`src/rtl/vga_seq_pkg.sv`:
```
// Shared state encoding and default VGA timing for the pattern sequencer and its helpers.
package vga_seq_pkg;

    typedef enum logic {
        S_PATTERN = 1'b0,
        S_GAME    = 1'b1
    } seq_state_t;

    localparam int DEF_VISIBLE_COLUMNS = 640;
    localparam int DEF_VISIBLE_ROWS    = 480;
    localparam int DEF_TOTAL_COLUMNS   = 800;
    localparam int DEF_TOTAL_ROWS      = 525;

    // Two whole frames without a tick means the counter source has stalled.
    function automatic int wd_limit(input int total_columns, input int total_rows);
        return 2 * total_columns * total_rows;
    endfunction

endpackage

```
`src/rtl/vga_frame_tick_detect.sv`:
```
// Frame tick detector: flags the edge on which the raster enters the first blanking row,
// and registers it as a one-cycle o_FrameTick.
module vga_frame_tick_detect
    import vga_seq_pkg::*;
#(
    parameter int c_VISIBLE_ROWS = DEF_VISIBLE_ROWS
) (
    input  logic       i_Clk,
    input  logic       i_Reset,
    input  logic [9:0] i_ColCount,
    input  logic [9:0] i_RowCount,
    output logic       o_TickNow,
    output logic       o_FrameTick
);

    logic at_tick_pos;
    logic was_at_tick_pos;

    assign at_tick_pos = (i_RowCount == 10'(c_VISIBLE_ROWS)) && (i_ColCount == 10'd0);
    // Only arriving at the position counts, so counters frozen there cannot retrigger.
    assign o_TickNow   = at_tick_pos && !was_at_tick_pos;

    always_ff @(posedge i_Clk) begin
        if (i_Reset) begin
            was_at_tick_pos <= 1'b0;
            o_FrameTick     <= 1'b0;
        end else begin
            was_at_tick_pos <= at_tick_pos;
            o_FrameTick     <= o_TickNow;
        end
    end

endmodule

```
`src/rtl/vga_pattern_sequencer.sv`:
```
// Frame-synchronous source/pattern sequencer; all changes land at the start of vertical blanking.
// Optional sync watchdog enabled by defining VGA_SEQ_SYNC_WATCHDOG_EN.
module vga_pattern_sequencer
    import vga_seq_pkg::*;
#(
    parameter int c_PATTERN_SEL_WIDTH  = 4,
    parameter int c_NUM_PATTERNS       = 7,
    parameter int c_FRAMES_PER_PATTERN = 120,
    parameter int c_VISIBLE_COLUMNS    = DEF_VISIBLE_COLUMNS,
    parameter int c_VISIBLE_ROWS       = DEF_VISIBLE_ROWS,
    parameter int c_TOTAL_COLUMNS      = DEF_TOTAL_COLUMNS,
    parameter int c_TOTAL_ROWS         = DEF_TOTAL_ROWS
) (
    input  logic                           i_Clk,
    input  logic                           i_Reset,
    input  logic [9:0]                     i_ColCount,
    input  logic [9:0]                     i_RowCount,
    input  logic                           i_AutoEnable,
    input  logic                           i_NextReq,
    input  logic                           i_GameReq,
    output logic [c_PATTERN_SEL_WIDTH-1:0] o_PatternSelect,
    output logic                           o_SourceGame,
    output logic                           o_FrameTick,
    output logic [7:0]                     o_FrameCount,
    output logic                           o_SyncLost
);

    localparam logic [7:0] LAST_FRAME = 8'(c_FRAMES_PER_PATTERN - 1);

    if (c_FRAMES_PER_PATTERN < 1 || c_NUM_PATTERNS < 1 ||
        c_NUM_PATTERNS > (1 << c_PATTERN_SEL_WIDTH) ||
        c_VISIBLE_COLUMNS >= c_TOTAL_COLUMNS || c_VISIBLE_ROWS >= c_TOTAL_ROWS ||
        c_TOTAL_COLUMNS > 1024 || c_TOTAL_ROWS > 1024) begin : g_bad_params
        $error("vga_pattern_sequencer: inconsistent timing or pattern parameters");
    end

    seq_state_t                     state;
    logic                           next_pending;
    logic                           game_pending;
    logic                           tick_now;
    logic                           service;
    logic [c_PATTERN_SEL_WIDTH-1:0] pattern_next;

    vga_frame_tick_detect #(
        .c_VISIBLE_ROWS (c_VISIBLE_ROWS)
    ) u_tick_detect (
        .i_Clk       (i_Clk),
        .i_Reset     (i_Reset),
        .i_ColCount  (i_ColCount),
        .i_RowCount  (i_RowCount),
        .o_TickNow   (tick_now),
        .o_FrameTick (o_FrameTick)
    );

    assign pattern_next = (o_PatternSelect == c_PATTERN_SEL_WIDTH'(c_NUM_PATTERNS - 1))
                        ? '0 : o_PatternSelect + c_PATTERN_SEL_WIDTH'(1);

`ifdef VGA_SEQ_SYNC_WATCHDOG_EN
    localparam int WD_LIMIT = wd_limit(c_TOTAL_COLUMNS, c_TOTAL_ROWS);
    localparam int WD_WIDTH = $clog2(WD_LIMIT + 1);

    logic [WD_WIDTH-1:0] wd_count;

    always_ff @(posedge i_Clk) begin
        if (i_Reset || tick_now) begin
            wd_count   <= '0;
            o_SyncLost <= 1'b0;
        end else begin
            if (wd_count != WD_WIDTH'(WD_LIMIT))
                wd_count <= wd_count + WD_WIDTH'(1);
            if (wd_count == WD_WIDTH'(WD_LIMIT - 1))
                o_SyncLost <= 1'b1;
        end
    end

    // Without a real tick, pending requests are honoured on every edge.
    assign service = tick_now || o_SyncLost;
`else
    assign o_SyncLost = 1'b0;
    assign service    = tick_now;
`endif

    // NOTE: all branches read the pre-edge pending flags and outputs; non-blocking
    // assignments keep that true even though the same block rewrites them.
    always_ff @(posedge i_Clk) begin
        if (i_Reset) begin
            state           <= S_PATTERN;
            next_pending    <= 1'b0;
            game_pending    <= 1'b0;
            o_PatternSelect <= '0;
            o_SourceGame    <= 1'b0;
            o_FrameCount    <= 8'd0;
        end else if (service) begin
            // Every pending request is consumed here; a pulse on this very edge survives.
            next_pending <= i_NextReq;
            game_pending <= i_GameReq;
            case (state)
                S_PATTERN: begin
                    if (game_pending) begin
                        state        <= S_GAME;
                        o_SourceGame <= 1'b1;
                        o_FrameCount <= 8'd0;
                    end else if (next_pending) begin
                        o_PatternSelect <= pattern_next;
                        o_FrameCount    <= 8'd0;
                    end else if (tick_now && i_AutoEnable) begin
                        if (o_FrameCount == LAST_FRAME) begin
                            o_PatternSelect <= pattern_next;
                            o_FrameCount    <= 8'd0;
                        end else if (o_FrameCount != 8'hFF) begin
                            o_FrameCount <= o_FrameCount + 8'd1;
                        end
                    end
                end
                S_GAME: begin
                    if (game_pending) begin
                        state        <= S_PATTERN;
                        o_SourceGame <= 1'b0;
                        o_FrameCount <= 8'd0;
                    end
                end
                default: state <= S_PATTERN;
            endcase
        end else begin
            next_pending <= next_pending | i_NextReq;
            game_pending <= game_pending | i_GameReq;
        end
    end

endmodule

```
`config.mk`:
```
export PLATFORM = sky130hd
export DESIGN_NAME = vga_pattern_sequencer
export DESIGN_NICKNAME = d
export VERILOG_FILES = /design/src/rtl/vga_seq_pkg.sv /design/src/rtl/vga_frame_tick_detect.sv /design/src/rtl/vga_pattern_sequencer.sv
export SDC_FILE = /design/constraint.sdc
export NUM_CORES = 1
export LEC_CHECK = 0
export BUFFER_PORTS_ARGS = -buffer_cell sky130_fd_sc_hd__buf_4
export CAP_MARGIN = 0
export CORE_ASPECT_RATIO = 0.6
export CORE_MARGIN = 4
export CORE_UTILIZATION = 45
export DETAILED_ROUTE_END_ITERATION = 6
export GPL_ROUTABILITY_DRIVEN = 0
export PLACE_DENSITY = 0.8
export SLEW_MARGIN = 20
export SYNTH_ARGS = -nofsm -noshare
export SYNTH_HDL_FRONTEND = slang
export SYNTH_SLANG_ARGS = --single-unit
```
`constraint.sdc`:
```
create_clock -name i_Clk -period 3.8 [get_ports i_Clk]
set_input_delay 0.19 -clock i_Clk [delete_from_list [all_inputs] [get_ports i_Clk]]
set_output_delay 0.19 -clock i_Clk [all_outputs]
set_load 0.01 [all_outputs]
```
# Word level (Yosys, flattened, before mapping)
# Cells that the tools add are included.
dict set report classes {
  reduce_logical 10
  n_bitwise 4
  n_addsub 2
  eq_ne 8
  mux 19
}
# op n
set op_table {}
lappend op_table {{8-bit 2-to-1 mux} 6}
lappend op_table {{4-bit 2-to-1 mux} 4}
lappend op_table {{8-bit one-hot mux with 2 select lines} 1}
lappend op_table {{10-bit by 9-bit equality test with 1-bit output (second input constant)} 1}
lappend op_table {{10-bit zero test} 1}
lappend op_table {{8-bit by 1-bit adder with 8-bit output (second input constant)} 1}
lappend op_table {{8-bit by 7-bit equality test with 1-bit output (second input constant)} 1}
lappend op_table {{8-bit inequality test (second input constant)} 1}
lappend op_table {{1-bit 2-to-1 mux} 6}
lappend op_table {{5-bit inequality test (second input constant)} 1}
lappend op_table {{5-bit AND reduction} 1}
lappend op_table {{4-bit by 1-bit adder with 4-bit output (second input constant)} 1}
lappend op_table {{4-bit by 3-bit equality test with 1-bit output (second input constant)} 1}
lappend op_table {{4-bit inequality test (second input constant)} 1}
lappend op_table {{1-bit one-hot mux with 2 select lines} 2}
lappend op_table {{4-bit AND reduction} 1}
lappend op_table {{2-bit nonzero test} 2}
lappend op_table {{1-bit logical AND} 3}
lappend op_table {{3-bit AND reduction} 1}
lappend op_table {{2-bit by 1-bit inequality test with 1-bit output (second input constant)} 1}
lappend op_table {{2-bit inequality test (second input constant)} 1}
lappend op_table {{1-bit NOT} 2}
lappend op_table {{1-bit bitwise OR} 2}
lappend op_table {{1-bit zero test} 1}
dict set report totals {
  elab_cells 51
  out_inout_bits 15
  regBits 18
}

# Logic depth before layout (Yosys ltp)
dict set report logic_depth {
  depth_word 8
  mapped_depth 7
  depth_no_buf 6
}

# By module
# A second synthesis with hierarchy kept.
dict set report unflattened {
  hier_cells 121
  area_unflattened_um2 1066.0
}
# mod cells_each instances seq_area_each_um2 area_per_inst_um2
set by_module_without_submodules {}
lappend by_module_without_submodules {vga_pattern_sequencer 110 1 320.3 948.4}
lappend by_module_without_submodules {vga_frame_tick_detect 11 1 40.0 117.6}

# Worst setup path before layout
# No wires, ideal clock.
dict set report synth_timing {
  path_kind {reg-to-reg}
  start {reg o_FrameCount[0]}
  end {reg o_FrameCount[6]}
  arrival_time_ns 1.952
  stages_incl_launch_ff 8
  setup_ns 0.070
  slack_ns 1.779
  n_path_buf 1
  t_required_ns 3.730
  period_less_slack_ns 2.021
  cell_sequence {dfxtp_1 > ha_1 > nand3_1 > o21ai_0 > a2111o_1 > buf_6 > or4_1 > a21oi_1}
}
dict set report synth_between {
  elab_chain_len 7
  word_cells_on_any_way 11
  classes_between {add/sub (1); eq/ne (3); mux (6); reduce/logical (1)}
}
# element line_no
set synth_rtl {}
lappend synth_rtl {{start: declaration} vga_pattern_sequencer.sv:24} ;# output logic [7:0] o_FrameCount,
lappend synth_rtl {{start signal: assignment} vga_pattern_sequencer.sv:111} ;# o_FrameCount <= o_FrameCount + 8'd1;
lappend synth_rtl {{8-bit by 1-bit adder with 8-bit output} vga_pattern_sequencer.sv:111}
lappend synth_rtl {{8-bit 2-to-1 mux} vga_pattern_sequencer.sv:110} ;# end else if (o_FrameCount != 8'hFF) begin
lappend synth_rtl {{8-bit 2-to-1 mux} vga_pattern_sequencer.sv:107} ;# if (o_FrameCount == LAST_FRAME) begin
lappend synth_rtl {{8-bit 2-to-1 mux} vga_pattern_sequencer.sv:106} ;# end else if (tick_now && i_AutoEnable) begin
lappend synth_rtl {{8-bit 2-to-1 mux} vga_pattern_sequencer.sv:103} ;# end else if (next_pending) begin
lappend synth_rtl {{8-bit 2-to-1 mux} vga_pattern_sequencer.sv:99} ;# if (game_pending) begin
lappend synth_rtl {{8-bit one-hot mux with 2 select lines} vga_pattern_sequencer.sv:97} ;# case (state)
# Several ways; a longest one is shown, not always the timed one. The select of a mux whose other input is x is not followed.
# A chain may end at the register's enable or synchronous reset.

# Final worst setup path
dict set report layout_timing {
  start {reg o_FrameCount[0]}
  end {reg o_FrameCount[5]}
}
# Same word-level chain as after synthesis.

==> impl_metrics.toml <==
[drt]
wl_per_cell_um = 14.0
drt-initial-drc-count = 65
viasPerCell = 5.82
drt-total-wl_um = 2570
drc = 0
ant_nets = 0
num_vias = 1071
dr.pass1.iters = 4

[timing]
max_freq_mhz = 455
rsz0062_at_grt = "false"
slew_headroom_pct = 40.6
finalCritPeriodShare_pct = 57.8
worst_pin_slew_ns = 0.889
hold_violations = 0
post-route-min-period_ns = 2.20
slew_violations = 0
tns_ns = 0
worst_slack_ns = 1.60
setup_violations = 0
fin_skew_ns = 0.00161

[finish]
stdcell_area_mm2 = 0.00128
layout.cells.non_filler = 184
final_nets = 186
drive_gt1_share_pct = 30.1
syn_to_final_growth_pct = 31.7
nFillCells = 176
antennaDiodeCount = 0

[floorplanning]
die_w_um = 68.1
rows = 12
die-area_mm2 = 0.00300
io_pins = 40
initial_core_util_pct = 49.9
core_mm2 = 0.00195
die_h_um = 44.1

[setup_path]
cp_num_buf_inv = 0
max_stage_delay_ns = 0.57
r2r_start = "o_FrameCount[0]$_SDFFE_PP0P_"
r2r-end = "o_FrameCount[5]$_SDFFE_PP0P_"
critPathKind = "flop to flop"
crit_chain = "ha_1 > nand3_1 > o21ai_0 > a2111o_1 > or4_1 > a21oi_1"
slowest_stage = "a2111o_1"
critPathArrivalTime_ns = 2.43
cp_top_family = "compound AO/OA/AOI/OAI gates"
crit_path_end_kind = "flop"
cp.required_ns = 4.03
crit_cells = 6
start_kind = "flop"
r2r_cells = 6
crit_fanout = 12
endpoint = "o_FrameCount[5]$_SDFFE_PP0P_"
crit_start = "o_FrameCount[0]$_SDFFE_PP0P_"
rrSetupSlack_ns = 1.60

[cts]
cts_tree = "done"
cts_setup_buffers = 0
root_buffer = "clkbuf_4"
ctsHoldBuffers = 0
clock_path_buffers = 2
clock_latency_ns = 0.29
h-tree-depth = 1
clk_pin_slew_ns = 0.09
cts_resized = 0
numClockSinks = 18
cts_buffers = 3

[global_routing]
met2_usage_pct = 26.6
grt_use_met1_pct = 27.1
met3_usage_pct = 5.33
grt-busiest-layer = "met1"
grt_max_degree = 19
antenna_found_initial = 0
gr-total-overflow = 0
grt_pass1_wl_um = 4310
grt_util_all_layers_pct = 18.7
grt_pass1_vias = 964

[logic_synthesis]
async_flop_share_pct = 0
synthDistinctLibCells = 33
synth_fp_nets = 148
synth_commonest_cells = "dfxtp_1 (18), a21oi_1 (16), nor2_1 (12), o21ai_0 (8)"
yosysMostFrequentCell = "dfxtp_1"
syn_avg_cell_area_um2 = 8.12
yosys.area.top_type = "dfxtp_1"
ys_seq_elements = 18
netlist_area_um2 = 975
ys_seq_area_share_pct = 37.0
synth_area_leaders = "dfxtp_1 (37%), a21oi_1 (8.2%), or4_1 (5.4%), nor2_1 (4.6%), o21ai_0 (4.1%)"
syn_inst = 120
ys.flop_type = "dfxtp_1"
yosys_warnings = 0
synth_enable_flop_cells = 0
yosysTopAreaCellShare_pct = 37.0

[placed_design]
hpwl_um = 1870
dp_cells = 181
portBuffers = 38
dp_slack_ns = 1.54
placed_area_mm2 = 0.00126

[worst_hold_path]
hold_path_class = "input pin to flop"

[pwr]
swShare_pct = 23.1
vdd_ir_drop_max_mv = 0.163
pwr-share-clk_pct = 28.8
p_seq_share_pct = 59.1
leakage_nw = 0.522
combPwrFrac_pct = 12.1
p_sw_uw = 74.8
p_int_uw = 249
power_uw = 324
cellPowerDensity_mw_per_mm2 = 252

[outcome]
outcome = "finished clean"

[job]
max_cap_violations = 0
[worst min path at each step]
stage,slack (ns),depth (start not counted),to,start
final,0.09,3,next_pending$_SDFF_PP0_,i_NextReq
after global routing,0.1,3,next_pending$_SDFF_PP0_,i_NextReq
after CTS,0.09,3,next_pending$_SDFF_PP0_,i_NextReq
after detailed placement,0.40,3,next_pending$_SDFF_PP0_,i_NextReq
after global placement,0.39,3,next_pending$_SDFF_PP0_,i_NextReq
after floorplan,0.31,2,game_pending$_SDFF_PP0_,i_GameReq
[per-layer routing]
metal  part of all wire (%)  routed length (um)  vias to the layer above
met5                      0                   0                        -
met4                    1.6                  40                        0
met3                     11                 286                        6
met2                     42                1080                       59
met1                     45                1160                      480
li1                       -                   -                      526
[kinds of logic (layout without fill, tap and decap cells)]
family | Yosys count | after routing | share of synthesized area (%)
and+or+nand+nor | 51 | 51 | 30.4
AOI/OAI and AO/OA | 35 | 35 | 21.4
DFF | 18 | 18 | 37.0
buffers and inverters | 11 | 47 | 5.90
adders and majority gates | 3 | 3 | 3.85
other | 1 | 1 | 0.385
muxes | 1 | 1 | 1.03
[stage by stage]
stage          util [%]  hold WS (ns)
2_1_floorplan         -         0.307
3_3_place_gp       64.6         0.395
3_5_place_dp       64.6         0.402
4_1_cts            65.7        0.0929
5_1_grt            65.8        0.0972
6_report           65.8        0.0942
[placed cells by master (no fill, tap or decap), types with 4 or more instances in the layout]
cell     netlist  final
nor2_1        12     12
dfxtp_1       18     18
a21oi_1       16     16
buf_4          2     38
nand2_1        4      4
or4_1          7      7
nand3_1        7      7
o21ai_0        8      8
or3_1          4      4
inv_1          6      6
[worst min-delay path, cell delays in order]
cell and delay (ns):
buf_4 0.08, a21oi_1 0.03, nor2_1 0.06
[cell type report]
type                    count  area, um^2  area share (%)
clock buffers               3        22.5            1.75
flip-flops and latches     18         360            28.1
multi-input cells          91         558            43.5
inverters                   6        22.5            1.75
well taps                  28        35.0            2.73
repair buffers             38         285            22.2
[sequential cells by signal (all words and copies together), names as in the netlist]
signal,cells
next_pending,1
state,1
o_FrameCount,8
game_pending,1
o_SourceGame,1
u_tick_detect.o_FrameTick,1
o_PatternSelect,4
u_tick_detect.was_at_tick_pos,1
[power by group through the flow]
stage | Clock (mW) | Sequential [mW] | Combinational [mW]
after global placement | 0 | 0.196 | 0.0383
after global routing | 0.105 | 0.192 | 0.0435
after floorplan | 0 | 0.195 | 0.0175
after CTS | 0.0959 | 0.191 | 0.0389
after detailed placement | 0 | 0.196 | 0.0388
final | 0.0931 | 0.191 | 0.0393
No activity file was read; power rests on OpenSTA's default activity.
